==> config.mk <==
export PLATFORM = sky130hd
export DESIGN_NAME = ls259_writer
export DESIGN_NICKNAME = d
export VERILOG_FILES = /design/src/rtl/ls259_writer.sv
export SDC_FILE = /design/constraint.sdc
export NUM_CORES = 1
export LEC_CHECK = 0
export ABC_AREA = 1
export BUFFER_PORTS_ARGS = -buffer_cell sky130_fd_sc_hd__buf_2
export CAP_MARGIN = 20
export CORE_MARGIN = 3
export CORE_UTILIZATION = 25
export CTS_CLUSTER_DIAMETER = 40
export DETAILED_ROUTE_END_ITERATION = 8
export PLACE_DENSITY = 0.47
export SLEW_MARGIN = 10
export SYNTH_ARGS = -nofsm -noshare
export SYNTH_HDL_FRONTEND = slang
export SYNTH_SLANG_ARGS = --single-unit
==> constraint.sdc <==
create_clock -name clk -period 1.93 [get_ports clk]
set_input_delay 0.0965 -clock clk [delete_from_list [all_inputs] [get_ports clk]]
set_output_delay 0.0965 -clock clk [all_outputs]
set_load 0.05 [all_outputs]
==> src/rtl/ls259_writer.sv <==
// Serialises masked byte updates into single-bit writes on an ls259 addressable latch
// and keeps a shadow copy of the latch. Define LS259_SKIP_UNCHANGED_EN to skip bits already matching the shadow.
`timescale 1ns/1ps
module ls259_writer #(
  parameter int unsigned SETUP_CYCLES  = 1,
  parameter int unsigned STROBE_CYCLES = 2
) (
  input  logic       clk,
  input  logic       rst,
  input  logic       req_valid,
  output logic       req_ready,
  input  logic       req_clear,
  input  logic [7:0] req_data,
  input  logic [7:0] req_mask,
  output logic [2:0] S,
  output logic       D,
  output logic       En_b,
  output logic       clr_b,
  output logic       busy,
  output logic       done,
  output logic [7:0] shadow
);

  localparam int unsigned CntMax = (SETUP_CYCLES > STROBE_CYCLES) ? SETUP_CYCLES : STROBE_CYCLES;
  localparam int unsigned CntW   = $clog2(CntMax + 1);
  localparam logic [CntW-1:0] SetupLast  = CntW'(SETUP_CYCLES - 1);
  localparam logic [CntW-1:0] StrobeLast = CntW'(STROBE_CYCLES - 1);

  typedef enum logic [2:0] {
    StIdle, StSetup, StStrobe, StHold, StClear, StFinish
  } state_e;

  state_e          state_q, state_d;
  logic [CntW-1:0] cnt_q, cnt_d;
  logic [2:0]      idx_q, idx_d;
  logic [7:0]      pend_q, pend_d;
  logic [7:0]      data_q, data_d;
  logic [7:0]      shadow_q, shadow_d;
  logic [2:0]      s_q, s_d;
  logic            d_q, d_d;
  logic            en_b_q, en_b_d;
  logic            clr_b_q, clr_b_d;
  logic            done_q, done_d;
  logic [7:0]      eff_mask;
  logic [2:0]      nxt_idx;

  function automatic logic [2:0] lowest_bit(input logic [7:0] m);
    logic [2:0] r;
    r = '0;
    for (int i = 7; i >= 0; i--) begin
      if (m[i]) r = 3'(i);
    end
    return r;
  endfunction

`ifdef LS259_SKIP_UNCHANGED_EN
  assign eff_mask = req_mask & (req_data ^ shadow_q);
`else
  assign eff_mask = req_mask;
`endif

  always_comb begin
    state_d  = state_q;
    cnt_d    = cnt_q;
    idx_d    = idx_q;
    pend_d   = pend_q;
    data_d   = data_q;
    shadow_d = shadow_q;
    s_d      = s_q;
    d_d      = d_q;
    nxt_idx  = '0;

    case (state_q)
      StIdle: begin
        if (req_valid) begin
          data_d = req_data;
          cnt_d  = '0;
          if (req_clear) begin
            state_d = StClear;
          end else if (eff_mask == 8'h00) begin
            state_d = StFinish;
          end else begin
            nxt_idx = lowest_bit(eff_mask);
            state_d = StSetup;
            idx_d   = nxt_idx;
            pend_d  = eff_mask & ~(8'h01 << nxt_idx);
          end
        end
      end
      StSetup: begin
        if (cnt_q == SetupLast) begin
          state_d = StStrobe;
          cnt_d   = '0;
        end else begin
          cnt_d = cnt_q + CntW'(1);
        end
      end
      StStrobe: begin
        if (cnt_q == StrobeLast) begin
          state_d = StHold;
          cnt_d   = '0;
        end else begin
          cnt_d = cnt_q + CntW'(1);
        end
      end
      StHold: begin
        // The latch has captured the bit by the end of the hold cycle.
        shadow_d[idx_q] = data_q[idx_q];
        if (pend_q != 8'h00) begin
          nxt_idx = lowest_bit(pend_q);
          state_d = StSetup;
          idx_d   = nxt_idx;
          pend_d  = pend_q & ~(8'h01 << nxt_idx);
        end else begin
          state_d = StFinish;
        end
      end
      StClear: begin
        if (cnt_q == StrobeLast) begin
          state_d  = StFinish;
          cnt_d    = '0;
          shadow_d = 8'h00;
        end else begin
          cnt_d = cnt_q + CntW'(1);
        end
      end
      StFinish: state_d = StIdle;
      default:  state_d = StIdle;
    endcase

    // Pins are registered from the next state so they never glitch.
    en_b_d  = (state_d != StStrobe);
    clr_b_d = (state_d != StClear);
    done_d  = (state_d == StFinish);
    if (state_d == StSetup) begin
      s_d = idx_d;
      d_d = data_d[idx_d];
    end
  end

  always_ff @(posedge clk or posedge rst) begin
    if (rst) begin
      state_q  <= StIdle;
      cnt_q    <= '0;
      idx_q    <= '0;
      pend_q   <= '0;
      data_q   <= '0;
      shadow_q <= '0;
      s_q      <= '0;
      d_q      <= 1'b0;
      en_b_q   <= 1'b1;
      clr_b_q  <= 1'b1;
      done_q   <= 1'b0;
    end else begin
      state_q  <= state_d;
      cnt_q    <= cnt_d;
      idx_q    <= idx_d;
      pend_q   <= pend_d;
      data_q   <= data_d;
      shadow_q <= shadow_d;
      s_q      <= s_d;
      d_q      <= d_d;
      en_b_q   <= en_b_d;
      clr_b_q  <= clr_b_d;
      done_q   <= done_d;
    end
  end

  assign req_ready = (state_q == StIdle);
  assign busy      = (state_q != StIdle);
  assign S         = s_q;
  assign D         = d_q;
  assign En_b      = en_b_q;
  assign clr_b     = clr_b_q;
  assign done      = done_q;
  assign shadow    = shadow_q;

endmodule

==> results of run 1 <==
==> per-stage QoR <==
stage / utilization (%) / hold WS (ns) / total power, mW / cells
finish: 31.8 / 0.0441 / 4.18 / 447
global route: 31.8 / 0.0631 / 4.56 / 447
CTS: 31.6 / 0.0369 / 4.19 / 447
detailed placement: 30.5 / 0.256 / 3.60 / 439
global placement: 30.5 / 0.254 / 3.61 / 439
floorplan: - / 0.233 / 3.03 / 294
==> cells in the mapped netlist <==
cell type	n	share of area (%)
nand4_1	4	1.1
o32ai_1	1	0.39
nand3b_1	2	0.67
o211ai_1	6	2.0
nand3_2	1	0.45
nand2_4	1	0.50
o21ai_0	26	5.8
buf_6	1	0.50
dfstp_2	2	2.3
nor3_4	1	0.73
dfrtp_1	37	41
nand3_4	3	2.3
nand3_1	18	4.0
o22ai_1	1	0.28
o2111ai_2	1	0.67
nor2_4	2	1.0
nand2_1	92	15
inv_1	36	6.0
or2_2	1	0.28
a21oi_1	4	0.89
o21ai_1	1	0.22
nor3_1	13	2.9
a21oi_2	2	0.78
a22oi_1	2	0.67
inv_2	5	0.84
ha_1	4	2.2
o31ai_1	5	1.7
nor2_1	20	3.3
nor2_2	2	0.56
==> worst max-delay path: stages (launching register included) <==
cell      delay, ns
dfrtp_2        0.47
nor2_4         0.15
nand2_4        0.10
nand2_1        0.10
nand2_1        0.08
a21oi_2        0.18
inv_1          0.06
nand2_1        0.05
nand2_1        0.11
inv_1          0.12
nand3_1        0.09
nand3b_1       0.09
nand3_1        0.06
==> timing repair <==
action	4_1_cts	5_1_grt
hold buffers	1	0
endpoints found under the hold margin	37	0
endpoints found under the setup margin	0	6
gates resized for setup	0	6
==> routing by layer <==
metal / vias to the layer above / wire [um] / part of all wire, %
li1: 1063 / - / -
met1: 888 / 2870 / 52
met2: 41 / 2250 / 41
met3: 5 / 298 / 5.4
met4: 0 / 61 / 1.1
met5: - / 0 / 0
==> worst paths after layout <==
kind | end | cells after the start | startpoint
setup reg to reg | D | 12 | state_q[0]
hold / removal | data_q[5] | 3 | req_data[5]
min in group asynchronous | shadow[0] | 4 | rst
setup / recovery | D | 12 | state_q[0]
hold reg to reg | S[2] | 2 | S[2]
max in group asynchronous | state_q[0] | 4 | rst
==> layout make-up <==
type / count / area share [%]
well taps: 105 / 4.88
multi-input cells: 213 / 41.2
inverters: 41 / 5.72
repair buffers: 42 / 8.46
clock buffers: 6 / 3.07
clock inverters: 1 / 0.186
flip-flops and latches: 39 / 36.4
==> power by group through the flow <==
stage	clock (mW)	combinational (mW)	sequential [mW]
finish	0.563	2.25	1.37
global route	0.617	2.53	1.41
CTS	0.586	2.25	1.35
detailed placement	0	2.24	1.37
global placement	0	2.25	1.37
floorplan	0	1.43	1.60
==> kinds of logic after synthesis <==
group | Yosys count
adders and majority gates | 4
and+or+nand+nor | 160
buffers and inverters | 42
AOI/OAI and AO/OA | 49
DFF | 39
==> registers in the layout, summed over array words and instances, names as in the netlist <==
name,flops
done,1
shadow,8
idx_q,3
D,1
En_b,1
pend_q,8
data_q,8
S,3
clr_b,1
cnt_q,2
state_q,3
==> impl_metrics.csv, run 1 <==
group,metric,value,unit
layout,area_growth,20.1,%
layout,nNetsFinal,366,
clock_tree,cts_max_path_buffers,2,
pwr,p_int,2.07,mW
timing,fin_crit,1.77,ns
logic_synthesis,synth-compound-area-share,13.4,%
logic_synthesis,synth_area,2240,um2
setup_path,cp_max_fo,6,
setup_path,cp-end-kind,"register",
logic_synthesis,ys.warnings.count,0,
clock_tree,clk-insertion-delay-late,0.29,ns
logic_synthesis,yosysSeqAreaShare,43.7,%
clock_tree,cts_tree,"yes",
pwr,power_density,1550,nW/um2
setup_path,arrival,1.95,ns
floorplanning,die_h,101,um
pwr,swShare,50.6,%
floorplanning,fp-row-count,33,
layout,final_cell_mix,"nand2_1 (92), buf_2 (36), dfrtp_1 (35), inv_1 (35), o21ai_0 (26)",
timing,finalHoldViolations,0,
placement,pre_cts_slack,0.121,ns
route,wire_per_inst,12.2,um
logic_synthesis,synth_xor_area_share,0,%
timing,rsz0062_at_grt,"false",
floorplanning,die-area,10100,um2
grt,met3_usage,2.56,%
route,drc,0,
grt,grt_util_met2,15.9,%
setup_path,crit_required,2.11,ns
floorplanning,die_x,101,um
grt,grt_max_degree,40,
timing,fin_tns_setup,0,ns
layout,final_common_cell,"nand2_1",
logic_synthesis,avgSynthCellArea,7.62,um2
clock_tree,clk_pin_slew,0.08,ns
route,drt_wl_total,5480,um
grt,grt-busiest-layer,"met1",
setup_path,start_kind,"register",
timing,worst_pin_slew,0.505,ns
pwr,irDropWorstVdd,0.654,mV
min_path,hold_class,"input pin to register",
job,cap_violations,0,
floorplanning,coreArea,8460,um2
logic_synthesis,ys_ff_latch,39,
timing,fmax,564,MHz
clock_tree,root_buffer,"clkbuf_8",
setup_path,rrSetupSlack,0.16,ns
timing,slew_violations,0,
placement,place.gp.congestion,0.831,
clock_tree,h-tree-depth,2,
grt,first_global_vias,1919,
placement,dp_hpwl,4320,um
pwr,p_comb_share,53.9,%
pwr,leakagePower,1.36,nW
pwr,switching_power,2.11,mW
floorplanning,start_util,26.5,%
logic_synthesis,synth_top_family_by_area,"simple AND/OR/NAND/NOR gates",
timing,maxSlewHeadroom,66.3,%
grt,grt_pass1_wl,9140,um
grt,antenna_found_initial,0,
placement,dpl_cell_area,2580,um2
layout,multi_input_comb_area,1110,um2
placement,numPortBuffers,36,
clock_tree,clock-sinks,39,
setup_path,worstSetupPathType,"register to register",
logic_synthesis,synthMuxAreaShare,0,%
layout,fillCellCount,922,
logic_synthesis,syn_inst,294,
logic_synthesis,ys_types,29,
timing,setup_viol,0,
route,drt_iter0_drc,78,
logic_synthesis,synthAdderAreaFrac,2.23,%
grt,track_usage,11.4,%
route,via_per_inst,4.47,
timing,timing.final.ws_setup,0.157,ns
outcome,status,"complete, no violations",
clock_tree,cts_inserted_buffers,5,
layout,seqCellArea,981,um2
route,first_pass_iters,4,
route,antenna_left,0,
floorplanning,io_pins,37,
route,vias,1997,
layout,drive_gt1_share,21.6,%
layout,finalInstanceArea,2690,um2
pwr,p_seq_share,32.7,%
timing,fin_skew,0.00918,ns
clock_tree,post_cts_buffers,0,
layout,n_antenna_cell,0,
grt,grt_overflow,0,
logic_synthesis,synth_fp_nets,318,
logic_synthesis,synth-simple-area-share,33.3,%
grt,met1_usage,17.2,%
pwr,p_clk_share,13.5,%
timing,finalCritPeriodShare,91.9,%
Power figures use the tool's default switching activity.
==> inputs of run 2 (changes only) <==
--- a/config.mk
+++ b/config.mk
@@ -9,10 +9,11 @@
 export BUFFER_PORTS_ARGS = -buffer_cell sky130_fd_sc_hd__buf_2
 export CAP_MARGIN = 20
 export CORE_MARGIN = 3
-export CORE_UTILIZATION = 25
+export CORE_UTILIZATION = 55
+export CTS_BUF_LIST = sky130_fd_sc_hd__clkbuf_2
 export CTS_CLUSTER_DIAMETER = 40
 export DETAILED_ROUTE_END_ITERATION = 8
-export PLACE_DENSITY = 0.47
+export PLACE_DENSITY_LB_ADDON = 0.12
 export SLEW_MARGIN = 10
 export SYNTH_ARGS = -nofsm -noshare
 export SYNTH_HDL_FRONTEND = slang
==> impl_metrics.csv, run 2 (same netlist as run 1, synthesis figures left out) <==
group,metric,value,unit
outcome,status,"complete, no violations",
clock_tree,clk-insertion-delay-late,0.41,ns
setup_path,crit-reg2reg-launch,"state_q[0]",
placement,placed_cells,381,
route,via_per_inst,5.29,
route,drt_wl_total,5380,um
clock_tree,cts_tree,"yes",
layout,multi_input_comb_area,1110,um2
layout,final_cell_mix,"nand2_1 (92), buf_2 (36), dfrtp_1 (35), inv_1 (33), o21ai_0 (26)",
placement,place.gp.congestion,0.856,
timing,fin_skew,0.0228,ns
layout,final_cells,406,
min_path,min_path_cells,4,
floorplanning,die_h,69.8,um
route,antenna_left,0,
timing,finalHoldViolations,0,
setup_path,crit_required,2.29,ns
setup_path,cp_max_fo,6,
grt,grt_overflow,0,
min_path,hp-start,"req_mask[0]",
setup_path,rrSetupSlack,0.08,ns
clock_tree,root_buffer,"clkbuf_2",
grt,track_usage,23.3,%
pwr,irDropWorstVdd,0.830,mV
timing,maxSlewHeadroom,67.1,%
route,drc,0,
layout,final_core_util,71.9,%
setup_path,arrival,2.21,ns
floorplanning,die-area,4880,um2
grt,grt_pass1_wl,9110,um
min_path,hold_class,"input pin to register",
pwr,leakagePower,1.39,nW
setup_path,r2r.worst_path.cells,9,
floorplanning,fp-row-count,22,
pwr,report.power.total,4.03,mW
layout,area_growth,21.9,%
min_path,min_to,"idx_q[0]",
placement,numPortBuffers,36,
timing,slew_violations,0,
grt,first_global_vias,2043,
grt,grt_max_degree,40,
setup_path,reg2reg_to,"D",
placement,dp_hpwl,3810,um
layout,final_common_cell,"nand2_1",
layout,drive_gt1_share,21.5,%
layout,nNetsFinal,381,
clock_tree,clk_pin_slew,0.20,ns
pwr,power_density,1480,nW/um2
setup_path,start_kind,"register",
floorplanning,start_util,59.0,%
clock_tree,cts_max_path_buffers,2,
floorplanning,io_pins,37,
timing,worst_pin_slew,0.493,ns
route,wire_per_inst,13.3,um
layout,n_antenna_cell,0,
timing,fin_crit,1.85,ns
clock_tree,cts_inserted_buffers,5,
route,first_pass_iters,5,
route,vias,2148,
route,drt_iter0_drc,155,
floorplanning,coreArea,3800,um2
timing,timing.final.ws_setup,0.0842,ns
layout,fillCellCount,298,
timing,fmax,542,MHz
setup_path,worstSetupPathType,"register to register",
grt,antenna_found_initial,0,
clock_tree,clock-sinks,39,
setup_path,cp-end-kind,"register",
timing,finalCritPeriodShare,95.6,%
layout,seqCellArea,981,um2
clock_tree,h-tree-depth,2,
placement,pre_cts_slack,0.107,ns
timing,setup_viol,0,
floorplanning,die_x,69.8,um
job,cap_violations,0,
==> run 2: changes by cell type in the layout (fill, tap and decap cells not counted) <==
cell	before	now
dlygate4sd3_1	1	16
clkbuf_2	0	6
clkbuf_8	6	0
clkinvlp_4	0	2
inv_1	35	33
inv_2	6	7
nand3_1	18	17
nand3_2	0	1
nor2_1	18	19
nor2_2	4	3
==> run 2: worst max-delay path by stage <==
stage          startpoint   endpoint  cells after the start
6_report       state_q[0]          D                      9
5_1_grt        state_q[0]          D                      9
4_1_cts        state_q[0]          D                      9
3_5_place_dp   state_q[2]          D                     12
3_3_place_gp   state_q[2]  pend_q[3]                      8
2_1_floorplan  state_q[0]          D                     10
==> run 2: power breakdown <==
group / switching [mW] / total, mW / leakage (nW) / internal, mW
Combinational: 1.60 / 2.29 / 0.862 / 0.694
Clock: 0.286 / 0.378 / 0.0290 / 0.0923
Sequential: 0.244 / 1.36 / 0.503 / 1.12
Total: 2.12 / 4.03 / 1.39 / 1.91
==> run 2: cell type report <==
class / instances / share of cell area (%)
tap: 48 / 2.20
inverter: 41 / 5.77
timing repair buffer: 57 / 13.8
multi-input combinational: 213 / 40.7
sequential: 39 / 35.9
clock buffer: 6 / 1.10
clock inverter: 2 / 0.458
==> run 2: what timing repair did <==
item | in CTS | in global routing
buffers inserted | 0 | 1
resized for setup | 0 | 8
setup endpoints to repair | 0 | 6
endpoints found under the hold margin | 53 | 0
hold buffers | 16 | 0
==> run 2: critical path, stage by stage (launching register included) <==
cell and delay, ns:
dfrtp_2 0.52, nor2_4 0.16, nand2_4 0.10, nor3_4 0.40
nand3_4 0.16, nand3_4 0.12, nand2_1 0.07, nand3_1 0.10
nand3_1 0.09, nand3_1 0.08
==> run 2: metal layers <==
metal | track usage (%) | part of all wire (%) | vias up
met4 | 7.66 | 1.2 | 0
met2 | 37.0 | 48 | 81
met3 | 4.93 | 6.0 | 6
li1 | - | - | 1094
met5 | 0 | 0 | -
met1 | 31.5 | 45 | 967
==> run 2: stage by stage <==
| step | setup TNS [ns] | hold WS (ns) | area (um2) |
|---|---|---|---|
| 3_3_place_gp | 0 | 0.234 | 2500 |
| 3_5_place_dp | 0 | 0.246 | 2500 |
| 2_1_floorplan | 0 | 0.233 | 2240 |
| 6_report | 0 | 0.0966 | 2730 |
| 5_1_grt | -0.0205 | 0.0902 | 2730 |
| 4_1_cts | 0 | 0.0400 | 2700 |
